`src/rtl/lcd_frame_capture.sv`:
```
// lcd_frame_capture
//   Captures the SM510 LCD strobe outputs into a 4-phase frame. Each H phase
//   (lcd_h = 1/2/4/8) is sampled once after a settle delay. A complete frame
//   is committed to the display buffer in a single edge. The renderer reads
//   the display buffer through a request/valid port.
//
// Ports
//   clk, reset_n      system clock, async active-low reset
//   clk_en            32.768kHz tick; the capture FSM only advances on it
//   lcd_h             H strobe from the core, one-hot when valid
//   segment_a/_b/_bs  segment words for the current H
//   lcd_bc            bleeder; 1 = display off, blanks the committed frame
//   rd_req, rd_h      read request and phase index (every clk)
//   rd_valid, rd_data one-clk response, {bs, b, a} of the committed frame
//   frame_done        one-clk pulse on commit
//   frame_valid       sticky, set by the first commit
//   seq_error         one-clk pulse when the H order is broken
module lcd_frame_capture #(
   parameter int unsigned SETTLE_TICKS = 4
) (
   input  logic        clk,
   input  logic        reset_n,
   input  logic        clk_en,
   input  logic [3:0]  lcd_h,
   input  logic [15:0] segment_a,
   input  logic [15:0] segment_b,
   input  logic        segment_bs,
   input  logic        lcd_bc,
   input  logic        rd_req,
   input  logic [1:0]  rd_h,
   output logic        rd_valid,
   output logic [32:0] rd_data,
   output logic        frame_done,
   output logic        frame_valid,
   output logic        seq_error
);

   // state       | meaning
   // WAIT_H1     | idle, waiting for the H1 strobe that opens a frame
   // SETTLE      | counting down after an H edge; lcd_h must hold
   // CAPTURE     | sample one phase into the working buffer (one tick)
   // WAIT_CHANGE | phase captured, waiting for the next H strobe
   typedef enum logic [1:0] {
      WAIT_H1,
      SETTLE,
      CAPTURE,
      WAIT_CHANGE
   } state_t;

   localparam logic [7:0] SETTLE_LOAD = 8'(SETTLE_TICKS - 1);

   state_t           state_q, state_d, settle_entry;
   logic [7:0]       cnt_q, cnt_d;
   logic [1:0]       phase_q, phase_d;
   logic             blank_q, blank_d;
   logic [3:0][32:0] working_q, working_d;
   logic [3:0][32:0] display_q;
   logic [3:0]       h_exp, h_nxt;
   logic [32:0]      wr_word;
   logic             commit, seq_err;

   logic             rd_valid_q;
   logic [32:0]      rd_data_q;
   logic             frame_done_q, frame_valid_q, seq_error_q;

   assign h_exp   = 4'b0001 << phase_q;
   assign h_nxt   = 4'b0001 << (phase_q + 2'd1);
   assign wr_word = {segment_bs, segment_b, segment_a};

   // The tick that sees the H edge counts as the first settle tick, so the
   // sample lands SETTLE_TICKS ticks after the edge; with 1 there is nothing
   // left to count and the next tick samples directly.
   assign settle_entry = (SETTLE_TICKS == 1) ? CAPTURE : SETTLE;

   always_comb begin
      state_d   = state_q;
      cnt_d     = cnt_q;
      phase_d   = phase_q;
      blank_d   = blank_q;
      working_d = working_q;
      commit    = 1'b0;
      seq_err   = 1'b0;

      if (clk_en) begin
         unique case (state_q)
            WAIT_H1: begin
               if (lcd_h == 4'b0001) begin
                  cnt_d   = SETTLE_LOAD;
                  phase_d = 2'd0;
                  blank_d = 1'b0;
                  state_d = settle_entry;
               end
            end
            SETTLE: begin
               if (lcd_h != h_exp) begin
                  seq_err = 1'b1;
               end else begin
                  if (cnt_q != 8'd0) cnt_d = cnt_q - 8'd1;
                  if (cnt_q <= 8'd1) state_d = CAPTURE;
               end
            end
            CAPTURE: begin
               if (lcd_h != h_exp) begin
                  seq_err = 1'b1;
               end else begin
                  working_d[phase_q] = wr_word;
                  blank_d            = blank_q | lcd_bc;
                  if (phase_q == 2'd3) begin
                     commit  = 1'b1;
                     state_d = WAIT_H1;
                  end else begin
                     state_d = WAIT_CHANGE;
                  end
               end
            end
            WAIT_CHANGE: begin
               if (lcd_h != h_exp) begin
                  if (lcd_h == h_nxt) begin
                     phase_d = phase_q + 2'd1;
                     cnt_d   = SETTLE_LOAD;
                     state_d = settle_entry;
                  end else begin
                     seq_err = 1'b1;
                  end
               end
            end
         endcase

         // A broken sequence throws away the partial frame; the display
         // buffer keeps the last good frame.
         if (seq_err) begin
            state_d   = WAIT_H1;
            cnt_d     = 8'd0;
            phase_d   = 2'd0;
            blank_d   = 1'b0;
            working_d = '0;
         end
      end
   end

   always_ff @(posedge clk or negedge reset_n) begin
      if (!reset_n) begin
         state_q       <= WAIT_H1;
         cnt_q         <= 8'd0;
         phase_q       <= 2'd0;
         blank_q       <= 1'b0;
         working_q     <= '0;
         display_q     <= '0;
         rd_valid_q    <= 1'b0;
         rd_data_q     <= '0;
         frame_done_q  <= 1'b0;
         frame_valid_q <= 1'b0;
         seq_error_q   <= 1'b0;
      end else begin
         state_q   <= state_d;
         cnt_q     <= cnt_d;
         phase_q   <= phase_d;
         blank_q   <= blank_d;
         working_q <= working_d;

         // blank_d already folds in lcd_bc from the H8 capture tick.
         if (commit) display_q <= blank_d ? '0 : working_d;

         // Reads see display_q before this edge's commit.
         rd_valid_q <= rd_req;
         if (rd_req) rd_data_q <= frame_valid_q ? display_q[rd_h] : '0;

         frame_done_q  <= commit;
         frame_valid_q <= frame_valid_q | commit;
         seq_error_q   <= seq_err;
      end
   end

   assign rd_valid    = rd_valid_q;
   assign rd_data     = rd_data_q;
   assign frame_done  = frame_done_q;
   assign frame_valid = frame_valid_q;
   assign seq_error   = seq_error_q;

endmodule

```
`config.mk`:
```
export PLATFORM = sky130hd
export DESIGN_NAME = lcd_frame_capture
export DESIGN_NICKNAME = d
export VERILOG_FILES = /design/src/rtl/lcd_frame_capture.sv
export SDC_FILE = /design/constraint.sdc
export NUM_CORES = 1
export LEC_CHECK = 0
export BUFFER_PORTS_ARGS = -buffer_cell sky130_fd_sc_hd__clkbuf_2
export CAP_MARGIN = 15
export CORE_ASPECT_RATIO = 0.7
export CORE_MARGIN = 5
export CORE_UTILIZATION = 25
export CTS_BUF_LIST = sky130_fd_sc_hd__clkbuf_4 sky130_fd_sc_hd__clkbuf_8
export CTS_CLUSTER_DIAMETER = 150
export DETAILED_ROUTE_END_ITERATION = 10
export GPL_TIMING_DRIVEN = 0
export PLACE_DENSITY_LB_ADDON = 0.3
export SYNTH_ARGS = -nofsm -noshare
export SYNTH_HDL_FRONTEND = slang
export SYNTH_SLANG_ARGS = --single-unit
```
`constraint.sdc`:
```
create_clock -name clk -period 2.89 [get_ports clk]
set_clock_uncertainty 0.05 [all_clocks]
set_input_delay 0 -clock clk [delete_from_list [all_inputs] [get_ports clk]]
set_output_delay 0 -clock clk [all_outputs]
set_load 0.1 [all_outputs]
```
==> results.py <==
metrics = {
    "clock_tree": {
        "clockRootBuffer": "clkbuf_8",
        "clkTransAtPathRegs_ps": 60,
        "htreeDepth": 2,
        "clockBufferDepth": 3,
        "cts_tree": "yes",
        "clock_latency_ps": 580,
        "cts_buffers": 47,
        "cts_sinks": 281,
    },
    "worst_setup_path": {
        "end_kind": "flop",
        "slowest_stage": "or4_1",
        "slowest_delay_ps": 530,
        "worstSetupPathType": "flop to flop",
        "critPathArrivalTime_ps": 3250,
        "path_delay_family": "simple AND/OR/NAND/NOR gates",
        "worst-path-buf-inv": 3,
        "setup.worst_path.start_class": "flop",
        "worstPathCellList": "inv_1 -> ha_1 -> xor2_1 -> or4_1 -> buf_2 -> o211ai_2 -> and3_2 -> buf_4 -> a22o_1",
        "critPathMaxFanout": 10,
        "cp.required_ps": 3340,
    },
    "detailed_routing": {
        "vias_per_cell": 4.71,
        "drtIter0Drc": 575,
        "finalWirelength_mm": 37.4,
        "drcViolationCount": 0,
        "drtAntennaViolNets": 0,
        "wl_per_cell_um": 19.5,
        "drt_first_pass_iters": 5,
        "vias": 9017,
    },
    "timing": {
        "fmax_mhz": 358,
        "worst_slew_pin_slew_ps": 855,
        "min_period_ps": 2790,
        "final_hold_viol_count": 0,
        "relSlewSlack": 0.430,
        "setup_violations": 0,
        "grt_setup_unrepaired": "yes",
        "slew_viol_final": 0,
        "hold_ws_ps": 70.5,
        "final.period_utilization": 0.967,
    },
    "power": {
        "comb_power_share": 0.133,
        "power_density_nw_per_um2": 589,
        "sequentialPowerShare": 0.461,
        "switching_share": 0.276,
        "power_frac_clock": 0.405,
        "p_leak_nw": 6.51,
        "internal_power_w": 0.00650,
        "netSwitchingPower_w": 0.00248,
        "vdd_drop_max_mv": 0.252,
    },
    "yosys": {
        "netlist_area_um2": 12700,
        "synth_edf_count": 0,
        "ys_types": 53,
        "ys.warnings.count": 0,
        "yosysTopAreaCellShare": 0.553,
        "syn_nets": 1130,
        "synth_seq_area_share": 0.553,
        "synth_ff_type": "dfrtp_1",
        "ys_ff_latch": 281,
        "avgSynthCellArea_um2": 11.8,
        "ys_top_cells_by_area": "dfrtp_1 55%, a22o_1 9.4%, mux2i_1 7.6%",
        "yosysTopAreaCell": "dfrtp_1",
        "async_flop_share": 1.00,
        "syn_inst": 1075,
    },
    "hold_path": {
        "hp-class": "input pin to flop",
    },
    "flow_run": {
        "drv_cap": 0,
    },
    "die": {
        "core-area_um2": 50500,
        "die_h_um": 199,
        "num_io_pins": 81,
        "fp.dieW_um": 279,
        "die_area_um2": 55500,
        "rows": 69,
        "initial_core_util": 0.252,
    },
    "layout": {
        "nFillCells": 5258,
        "fin_nets": 1262,
        "final_cell_area_um2": 15200,
        "final_util": 0.302,
        "drive_gt1_frac": 0.191,
        "area_growth_pct": 19.9,
    },
    "place": {
        "dpl.hpwl_mm": 24.9,
        "dpl_cell_area_um2": 13800,
        "routabilityCongestion": 0.766,
        "port_buffers": 46,
    },
    "grt": {
        "antenna_found_initial": 4,
        "grt_pass1_vias": 9515,
        "track_usage": 0.134,
        "grt_pass1_wl_mm": 58.4,
        "grt_max_degree": 113,
        "grt-ovfl-total": 0,
    },
    "status": {
        "status": "finished, final reports clean",
    },
}
-- synthesized netlist by cell type (3+ instances only) --
library cell  count
nand3_1          36
and3_1            8
xnor2_1           4
o21ai_1          33
nor4_1            3
buf_1             5
a21oi_1           5
clkbuf_1         68
nor2_1            7
a32o_1            3
buf_2            23
a22o_1          136
mux4_2           33
dfrtp_1         281
buf_4            10
nand2_1         104
o21ai_0         105
inv_1            44
nor3_1            3
buf_6            11
a21o_1            3
ha_1             11
a211oi_1          3
o21ai_4           3
xor2_1            4
mux2i_1          96
-- registers in the layout, indices dropped and copies added (netlist names) --
| signal | cells |
|---|---|
| working_q | 99 |
| blank_q | 1 |
| phase_q | 2 |
| state_q | 2 |
| frame_done | 1 |
| rd_valid | 1 |
| display_q | 132 |
| rd_data | 33 |
| seq_error | 1 |
| cnt_q | 8 |
| frame_valid | 1 |
-- final cells by class --
class | instances | area, um^2 | share of cell area
antenna | 1 | 2.50 | 0.000164
buffer | 114 | 631 | 0.0414
clock buffer | 77 | 935 | 0.0613
clock inverter | 3 | 17.5 | 0.00115
inverter | 45 | 170 | 0.0112
multi-input combinational | 632 | 4940 | 0.324
sequential | 281 | 7030 | 0.462
tap | 674 | 843 | 0.0554
timing repair buffer | 86 | 669 | 0.0439
-- cell families (layout without fill, tap and decap cells) --
family                     after synthesis  in the layout  synth area share
other                                    0              1                 0
adders and majority gates               11             11            0.0108
muxes                                  130            130             0.135
xor gates and xnor gates                 8              8           0.00551
AOI/OAI and AO/OA                      306            306             0.171
buffers and inverters                  162            325            0.0597
DFF                                    281            281             0.553
and+or+nand+nor                        177            177            0.0646
-- cell usage in the layout, fill, tap and decap left out, types with 4 or more instances in the layout --
cell             n
a21oi_1          5
a22o_1         136
and3_1           5
buf_1            5
buf_2           12
buf_4           16
buf_6           12
clkbuf_1        53
clkbuf_2        54
clkbuf_4        29
clkbuf_8        58
dfrtp_1        281
dlygate4sd3_1   36
ha_1            10
inv_1           44
mux2i_1         96
mux4_2          33
nand2_1        104
nand3_1         36
nor2_1           7
o21ai_0        104
o21ai_1         34
o21ai_4          5
xnor2_1          4
xor2_1           4
-- power by group through the flow --
stage	sequential [W]	clock [W]	combinational (W)
CTS	0.00414	0.00375	0.00120
global route	0.00415	0.00396	0.00131
global placement	0.00421	0	0.00111
floorplan	0.00421	0	0.000759
finish	0.00414	0.00364	0.00120
detailed placement	0.00421	0	0.00115
-- timing repair --
item,CTS,global route
setup buffers,1,1
gates resized for setup,6,44
hold endpoints to repair,346,0
pin swaps,1,4
hold buffers,36,0
endpoints found under the setup margin,169,183
-- per-layer routing --
metal	track usage	vias to the layer above	wire, um
li1	-	4141	-
met1	0.200	4620	18800
met2	0.200	193	16100
met3	0.0292	59	1780
met4	0.0302	4	619
met5	0	-	22
-- worst paths after layout --
kind                                   start            end  slack, ps  cells past startpoint
worst max-delay path              phase_q[1]  working_q[28]        100                      9
worst min-delay path                  rd_req       rd_valid         70                      2
worst max register to register    phase_q[1]  working_q[28]        100                      9
worst min register to register  display_q[5]   display_q[5]        430                      2
max in group asynchronous            reset_n  working_q[15]       1670                      3
min in group asynchronous            reset_n       cnt_q[1]         80                      2
-- through the flow --
step | cells | setup slack [ps] | setup TNS, ps | power [W]
6_report | 1913 | 96.7 | 0 | 0.00897
5_1_grt | 1913 | -1.91 | -5.05 | 0.00942
4_1_cts | 1911 | -0.626 | -0.626 | 0.00909
3_5_place_dp | 1797 | -219 | -19570 | 0.00536
3_3_place_gp | 1795 | -4490 | -1265860 | 0.00532
2_1_floorplan | 1075 | 448 | 0 | 0.00497
No activity file was read; power rests on OpenSTA's default activity.
